<file path="config.mk">
export PLATFORM = sky130hd
export DESIGN_NAME = regbank_n
export DESIGN_NICKNAME = d
export VERILOG_FILES = /design/src/rtl/regbank_n.sv
export SDC_FILE = /design/constraint.sdc
export NUM_CORES = 1
export LEC_CHECK = 0
export CORE_ASPECT_RATIO = 0.9
export CORE_UTILIZATION = 50
export CTS_CLUSTER_DIAMETER = 120
export DETAILED_ROUTE_END_ITERATION = 8
export GPL_ROUTABILITY_DRIVEN = 0
export GPL_TIMING_DRIVEN = 1
export PLACE_DENSITY = 0.77
export SLEW_MARGIN = 10
export SYNTH_ARGS = -nofsm -noshare
export SYNTH_HDL_FRONTEND = slang
export SYNTH_SLANG_ARGS = --single-unit
</file>
<file path="constraint.sdc">
create_clock -name Clock -period 4.45 [get_ports Clock]
set_input_delay 0.89 -clock Clock [delete_from_list [all_inputs] [get_ports Clock]]
set_output_delay 0.89 -clock Clock [all_outputs]
set_load 0.02 [all_outputs]
</file>
<file path="src/rtl/regbank_n.sv">
// Parametrised register bank: NREG x WIDTH registers sharing one FunSel operation,
// two combinational read ports and per-register sticky wrap/saturate flags.
module regbank_n #(
  parameter int WIDTH = 8,
  parameter int NREG  = 4,
  parameter int SAT   = 0,
  localparam int SW   = ($clog2(NREG) > 1) ? $clog2(NREG) : 1
) (
  input  logic             Clock,
  input  logic             Reset,
  input  logic [WIDTH-1:0] I,
  input  logic [2:0]       FunSel,
  input  logic [NREG-1:0]  RSel,
  input  logic [SW-1:0]    OutASel,
  input  logic [SW-1:0]    OutBSel,
  output logic [WIDTH-1:0] OutA,
  output logic [WIDTH-1:0] OutB,
  output logic [NREG-1:0]  Wrap
);

  localparam int HALF = WIDTH / 2;
  localparam logic [WIDTH-1:0] ONES = '1;

  logic [WIDTH-1:0] regs_q [NREG];
  logic [WIDTH-1:0] regs_d [NREG];
  logic [NREG-1:0]  wrap_q;
  logic [NREG-1:0]  wrap_d;

  // Each selected register applies the op to its own current value; wrap is sticky until clear.
  always_comb begin
    wrap_d = wrap_q;
    for (int i = 0; i < NREG; i++) begin
      regs_d[i] = regs_q[i];
      if (RSel[i]) begin
        case (FunSel)
          3'd0: begin
            regs_d[i] = '0;
            wrap_d[i] = 1'b0;
          end
          3'd1: regs_d[i] = I;
          3'd2: begin
            if (regs_q[i] == '0) begin
              wrap_d[i] = 1'b1;
              regs_d[i] = (SAT != 0) ? '0 : ONES;
            end else begin
              regs_d[i] = regs_q[i] - WIDTH'(1);
            end
          end
          3'd3: begin
            if (regs_q[i] == ONES) begin
              wrap_d[i] = 1'b1;
              regs_d[i] = (SAT != 0) ? ONES : '0;
            end else begin
              regs_d[i] = regs_q[i] + WIDTH'(1);
            end
          end
          3'd4: regs_d[i][HALF-1:0] = I[HALF-1:0];
          3'd5: regs_d[i][WIDTH-1:HALF] = I[HALF-1:0];
          3'd6: begin
            wrap_d[i] = wrap_q[i] | regs_q[i][WIDTH-1];
            regs_d[i] = {regs_q[i][WIDTH-2:0], 1'b0};
          end
          default: begin
            wrap_d[i] = wrap_q[i] | regs_q[i][0];
            regs_d[i] = {1'b0, regs_q[i][WIDTH-1:1]};
          end
        endcase
      end
    end
  end

  always_ff @(posedge Clock or posedge Reset) begin
    if (Reset) begin
      for (int i = 0; i < NREG; i++) regs_q[i] <= '0;
      wrap_q <= '0;
    end else begin
      for (int i = 0; i < NREG; i++) regs_q[i] <= regs_d[i];
      wrap_q <= wrap_d;
    end
  end

  // Indices with no backing register (non-power-of-2 NREG) read as zero.
  always_comb begin
    OutA = '0;
    OutB = '0;
    for (int i = 0; i < NREG; i++) begin
      if (OutASel == SW'(i)) OutA = regs_q[i];
      if (OutBSel == SW'(i)) OutB = regs_q[i];
    end
  end

  assign Wrap = wrap_q;

endmodule

</file>
==> impl_results.html <==
<table>
<tr><th>Metric</th><th>Value</th></tr>
<tr><th colspan="2">CTS</th></tr>
<tr><td>Number of buffers added to fix hold violations after cts</td><td>0</td></tr>
<tr><td>TritonCTS clock tree</td><td>built</td></tr>
<tr><td>Clock-pin transition on the worst setup and hold timing paths</td><td>0.08 ns</td></tr>
<tr><td>CTS Buf Count</td><td>5</td></tr>
<tr><td>Clk_lat worst skew</td><td>around 0.30 ns</td></tr>
<tr><td>Number of buffers added for setup after CTS</td><td>0</td></tr>
<tr><td>Max Buffers Root-to-Sink</td><td>2</td></tr>
<tr><td>Root buffer cell</td><td>sky130_fd_sc_hd__clkbuf_8</td></tr>
<tr><td>Number of clock sinks seen by CTS</td><td>36</td></tr>
<tr><td>CTS H-tree depth</td><td>2</td></tr>
<tr><td>Gates resized, CTS repair</td><td>0</td></tr>
<tr><th colspan="2">Setup path</th></tr>
<tr><td>Classification of the worst setup path</td><td>in2out</td></tr>
<tr><td>Kind of start point of the critical path</td><td>primary input</td></tr>
<tr><td>Arrival time at the worst endpoint</td><td>~2.9 ns</td></tr>
<tr><td>Required time at the endpoint of the critical path</td><td>about 3.6 ns</td></tr>
<tr><td>Largest fanout of any net on the critical path</td><td>8</td></tr>
<tr><td>Type of destination of the critical path</td><td>primary output</td></tr>
<tr><th colspan="2">Floorplan</th></tr>
<tr><td>Core box area</td><td>about 8600 sq um</td></tr>
<tr><td>Chip height</td><td>just over 90 um</td></tr>
<tr><td>Number of placed I/O pins</td><td>slightly above 40</td></tr>
<tr><td>Area of the die</td><td>9310 sq um</td></tr>
<tr><td>Initial standard-cell utilization of the core</td><td>51.8%</td></tr>
<tr><td>Cell row count</td><td>32</td></tr>
<tr><td>Die X</td><td>between 100 and 150 um</td></tr>
<tr><th colspan="2">STA</th></tr>
<tr><td>Hold slack final</td><td>between 0.5 and 0.6 ns</td></tr>
<tr><td>Worst setup slack after layout</td><td>0.697 ns</td></tr>
<tr><td>Crit share post-route</td><td>84.3%</td></tr>
<tr><td>Headroom to the max-slew limit</td><td>around 46%</td></tr>
<tr><td>Hold Vio Cnt, Final</td><td>0</td></tr>
<tr><td>Largest clock skew in the final design</td><td>~0.0028 ns</td></tr>
<tr><td>Final total negative setup slack</td><td>0 ns</td></tr>
<tr><td>Final Slew Violations</td><td>0</td></tr>
<tr><td>Final setup violating endpoints</td><td>0</td></tr>
<tr><td>Setup repair after global routing missed its margin</td><td>false</td></tr>
<tr><td>F_max</td><td>266 MHz</td></tr>
<tr><td>Slew at the pin closest to its max-slew limit</td><td>about 0.8 ns</td></tr>
<tr><td>Clock period minus worst slack</td><td>between 3 and 4 ns</td></tr>
<tr><th colspan="2">Synthesis</th></tr>
<tr><td>Compound-cell area share of the yosys netlist</td><td>between 30% and 40%</td></tr>
<tr><td>Async set-or-reset flop fraction in the synthesized netlist</td><td>100%</td></tr>
<tr><td>Post-synth net total</td><td>614</td></tr>
<tr><td>Combinational family with the most area after synthesis</td><td>compound AO/OA/AOI/OAI gates</td></tr>
<tr><td>Synth top area share</td><td>20.2%</td></tr>
<tr><td>Main flop type after synthesis</td><td>sky130_fd_sc_hd__dfrtp_1</td></tr>
<tr><td>Multiplexer share of the synthesized area</td><td>under 10%</td></tr>
<tr><td>Library cell occupying the most area in the post-synthesis netlist</td><td>sky130_fd_sc_hd__dfrtp_1</td></tr>
<tr><td>Yosys warnings</td><td>0</td></tr>
<tr><td>Synth Cell Area</td><td>4460 sq um</td></tr>
<tr><td>Number of instances in the synthesized netlist</td><td>slightly below 600</td></tr>
<tr><td>Number of different library cells in the post-synthesis netlist</td><td>83</td></tr>
<tr><td>Synthesized-area fraction occupied by and/or/nand/nor cells</td><td>about 22%</td></tr>
<tr><td>Syn avg cell area</td><td>~7.6 sq um</td></tr>
<tr><td>Ranking of synthesized cells by area</td><td>sky130_fd_sc_hd__dfrtp_1 20%, sky130_fd_sc_hd__o21ai_0 8.3%, sky130_fd_sc_hd__mux4_2 7.1%, sky130_fd_sc_hd__a21oi_1 5.3%, sky130_fd_sc_hd__nand2_1 3.6%</td></tr>
<tr><td>Post-synth EDFFs</td><td>0</td></tr>
<tr><td>Top-count cell post-synth</td><td>sky130_fd_sc_hd__o21ai_0</td></tr>
<tr><td>Share of synthesized cell area in full adder, half adder and majority cells</td><td>2.75%</td></tr>
<tr><td>Post-synthesis xor/xnor area fraction</td><td>approximately 2.2%</td></tr>
<tr><td>List of most frequent post-synthesis cells</td><td>74 x sky130_fd_sc_hd__o21ai_0, 47 x sky130_fd_sc_hd__a21oi_1, 43 x sky130_fd_sc_hd__nand2_1</td></tr>
<tr><td>Register bit count reported by yosys</td><td>36</td></tr>
<tr><td>Fraction of the yosys area taken by sequential cells</td><td>between 20% and 30%</td></tr>
<tr><th colspan="2">Cells and area</th></tr>
<tr><td>Layout overhead on the synthesized area</td><td>7.01%</td></tr>
<tr><td>Fill count</td><td>800</td></tr>
<tr><td>Number of cells in the finished layout apart from fillers</td><td>between 600 and 700</td></tr>
<tr><td>Antenna diode count</td><td>0</td></tr>
<tr><td>Finished layout cell area</td><td>4770 sq um</td></tr>
<tr><td>Final Net Count</td><td>602</td></tr>
<tr><td>Share of the core filled with cells in the final layout</td><td>a little under three fifths</td></tr>
<tr><td>Share of final-layout standard cells stronger than drive strength 1</td><td>7.85%</td></tr>
<tr><th colspan="2">Run</th></tr>
<tr><td>Max-cap violations</td><td>0</td></tr>
<tr><th colspan="2">Min path</th></tr>
<tr><td>Min-delay worst type</td><td>reg2reg</td></tr>
<tr><th colspan="2">Detailed routing</th></tr>
<tr><td># DRC</td><td>0</td></tr>
<tr><td>Post-detailed-route via-to-cell ratio</td><td>7.30</td></tr>
<tr><td>Number of nets with antenna violations after detailed routing</td><td>0</td></tr>
<tr><td>Routed len/inst</td><td>around 22 um</td></tr>
<tr><td>Iteration-0 DRC count of the detailed router</td><td>~720</td></tr>
<tr><td>Number of detailed-route iterations in the first pass</td><td>6</td></tr>
<tr><td>Routed Wire Length</td><td>~15 mm</td></tr>
<tr><td>Via Count</td><td>between 5000 and 6000</td></tr>
<tr><th colspan="2">Placement</th></tr>
<tr><td>Total placed cells including tap cells</td><td>about 680</td></tr>
<tr><td>Half-perimeter wire length of the detailed placement result</td><td>10.4 mm</td></tr>
<tr><td>Number of port buffers</td><td>40</td></tr>
<tr><td>Cell Area, Placed</td><td>roughly 4700 sq um</td></tr>
<tr><td>Worst Setup Slack post-DPL</td><td>between 0.7 and 0.8 ns</td></tr>
<tr><th colspan="2">Power and ir drop</th></tr>
<tr><td>Pwr dens</td><td>between 300 and 400 nW/um^2</td></tr>
<tr><td>Leakage</td><td>1.72 nW</td></tr>
<tr><td>Total design power</td><td>about 1.5 mW</td></tr>
<tr><td>Worst ir drop on vdd</td><td>0.164 mV</td></tr>
<tr><th colspan="2">Global route</th></tr>
<tr><td>Total global routing overflow</td><td>0</td></tr>
<tr><td>Combined global-route utilization of all metal layers</td><td>about 33%</td></tr>
<tr><td>Global-route wire length before repair</td><td>between 20 and 25 mm</td></tr>
<tr><td>Largest net degree at the start of global routing</td><td>46</td></tr>
<tr><td>Initial antenna violation count</td><td>0</td></tr>
<tr><td>Vias in the first global route</td><td>around 4600</td></tr>
<tr><th colspan="2">Outcome</th></tr>
<tr><td>Status</td><td>completed</td></tr>
</table>
## per-layer routing
metal	global-route usage (%)	up-vias	part of all wire, %
met2	47.5	464	41
li1	-	2209	-
met5	0	-	0
met1	46.8	2290	38
met3	7.32	86	16
met4	16.1	0	4.8
## state kept, by name, summed over array words and instances, names as in the netlist
name,count
regs_q,32
Wrap,4
## path summary, 6_finish.rpt
path / cells past startpoint / slack (ns) / endpoint / startpoint
setup / recovery: 3 / 0.70 / OutA[7] / OutASel[1]
hold / removal: 2 / 0.54 / Wrap[0]$_DFFE_PP0P_ / Wrap[0]$_DFFE_PP0P_
setup reg to reg: 7 / 2.28 / regs_q[13]$_DFFE_PP0P_ / regs_q[8]$_DFFE_PP0P_
hold reg to reg: 2 / 0.54 / Wrap[0]$_DFFE_PP0P_ / Wrap[0]$_DFFE_PP0P_
max in group asynchronous: 3 / 3.09 / regs_q[6]$_DFFE_PP0P_ / Reset
min in group asynchronous: 3 / 1.01 / regs_q[21]$_DFFE_PP0P_ / Reset
## power by group
part | internal [mW] | total (mW) | switching (mW)
logic | 0.311 | 0.670 | 0.359
registers | 0.382 | 0.588 | 0.206
clock network | 0.124 | 0.258 | 0.134
## area by class of cell
| cell class | instances | area (sq um) | share of cell area (%) |
|---|---|---|---|
| multi-input cells | 459 | 3090 | 64.8 |
| flip-flops and latches | 36 | 901 | 18.9 |
| repair buffers | 48 | 455 | 9.54 |
| well taps | 119 | 149 | 3.12 |
| clock buffers | 6 | 82.6 | 1.73 |
| inverters | 22 | 82.6 | 1.73 |
| clock inverters | 2 | 10.0 | 0.210 |
## cells by family (layout without fill, tap and decap cells)
family / count (synthesis) / in the layout
buf+inv: 89 / 78
xor+xnor: 11 / 11
flops: 36 / 36
mux: 18 / 18
simple gates: 183 / 183
compound gates: 237 / 237
fa+ha+maj: 10 / 10
## placed cells by master, fill, tap and decap left out, drive strengths merged, types with 8 or more instances in the layout
master / n
a21oi: 47
nor3: 18
buf: 9
o22ai: 14
nand3: 25
inv: 21
nand2: 44
mux4: 16
clkdlybuf4s50: 39
nor2: 33
nor2b: 8
o21ai: 76
and2: 9
a31oi: 12
dfrtp: 36
ha: 9
## worst max-delay path, cell delays in order
cell and delay, ns:
sky130_fd_sc_hd__clkdlybuf4s50_1 0.81, sky130_fd_sc_hd__mux4_2 0.61, sky130_fd_sc_hd__clkdlybuf4s50_1 0.56
No activity file was read; power rests on OpenSTA's default activity.
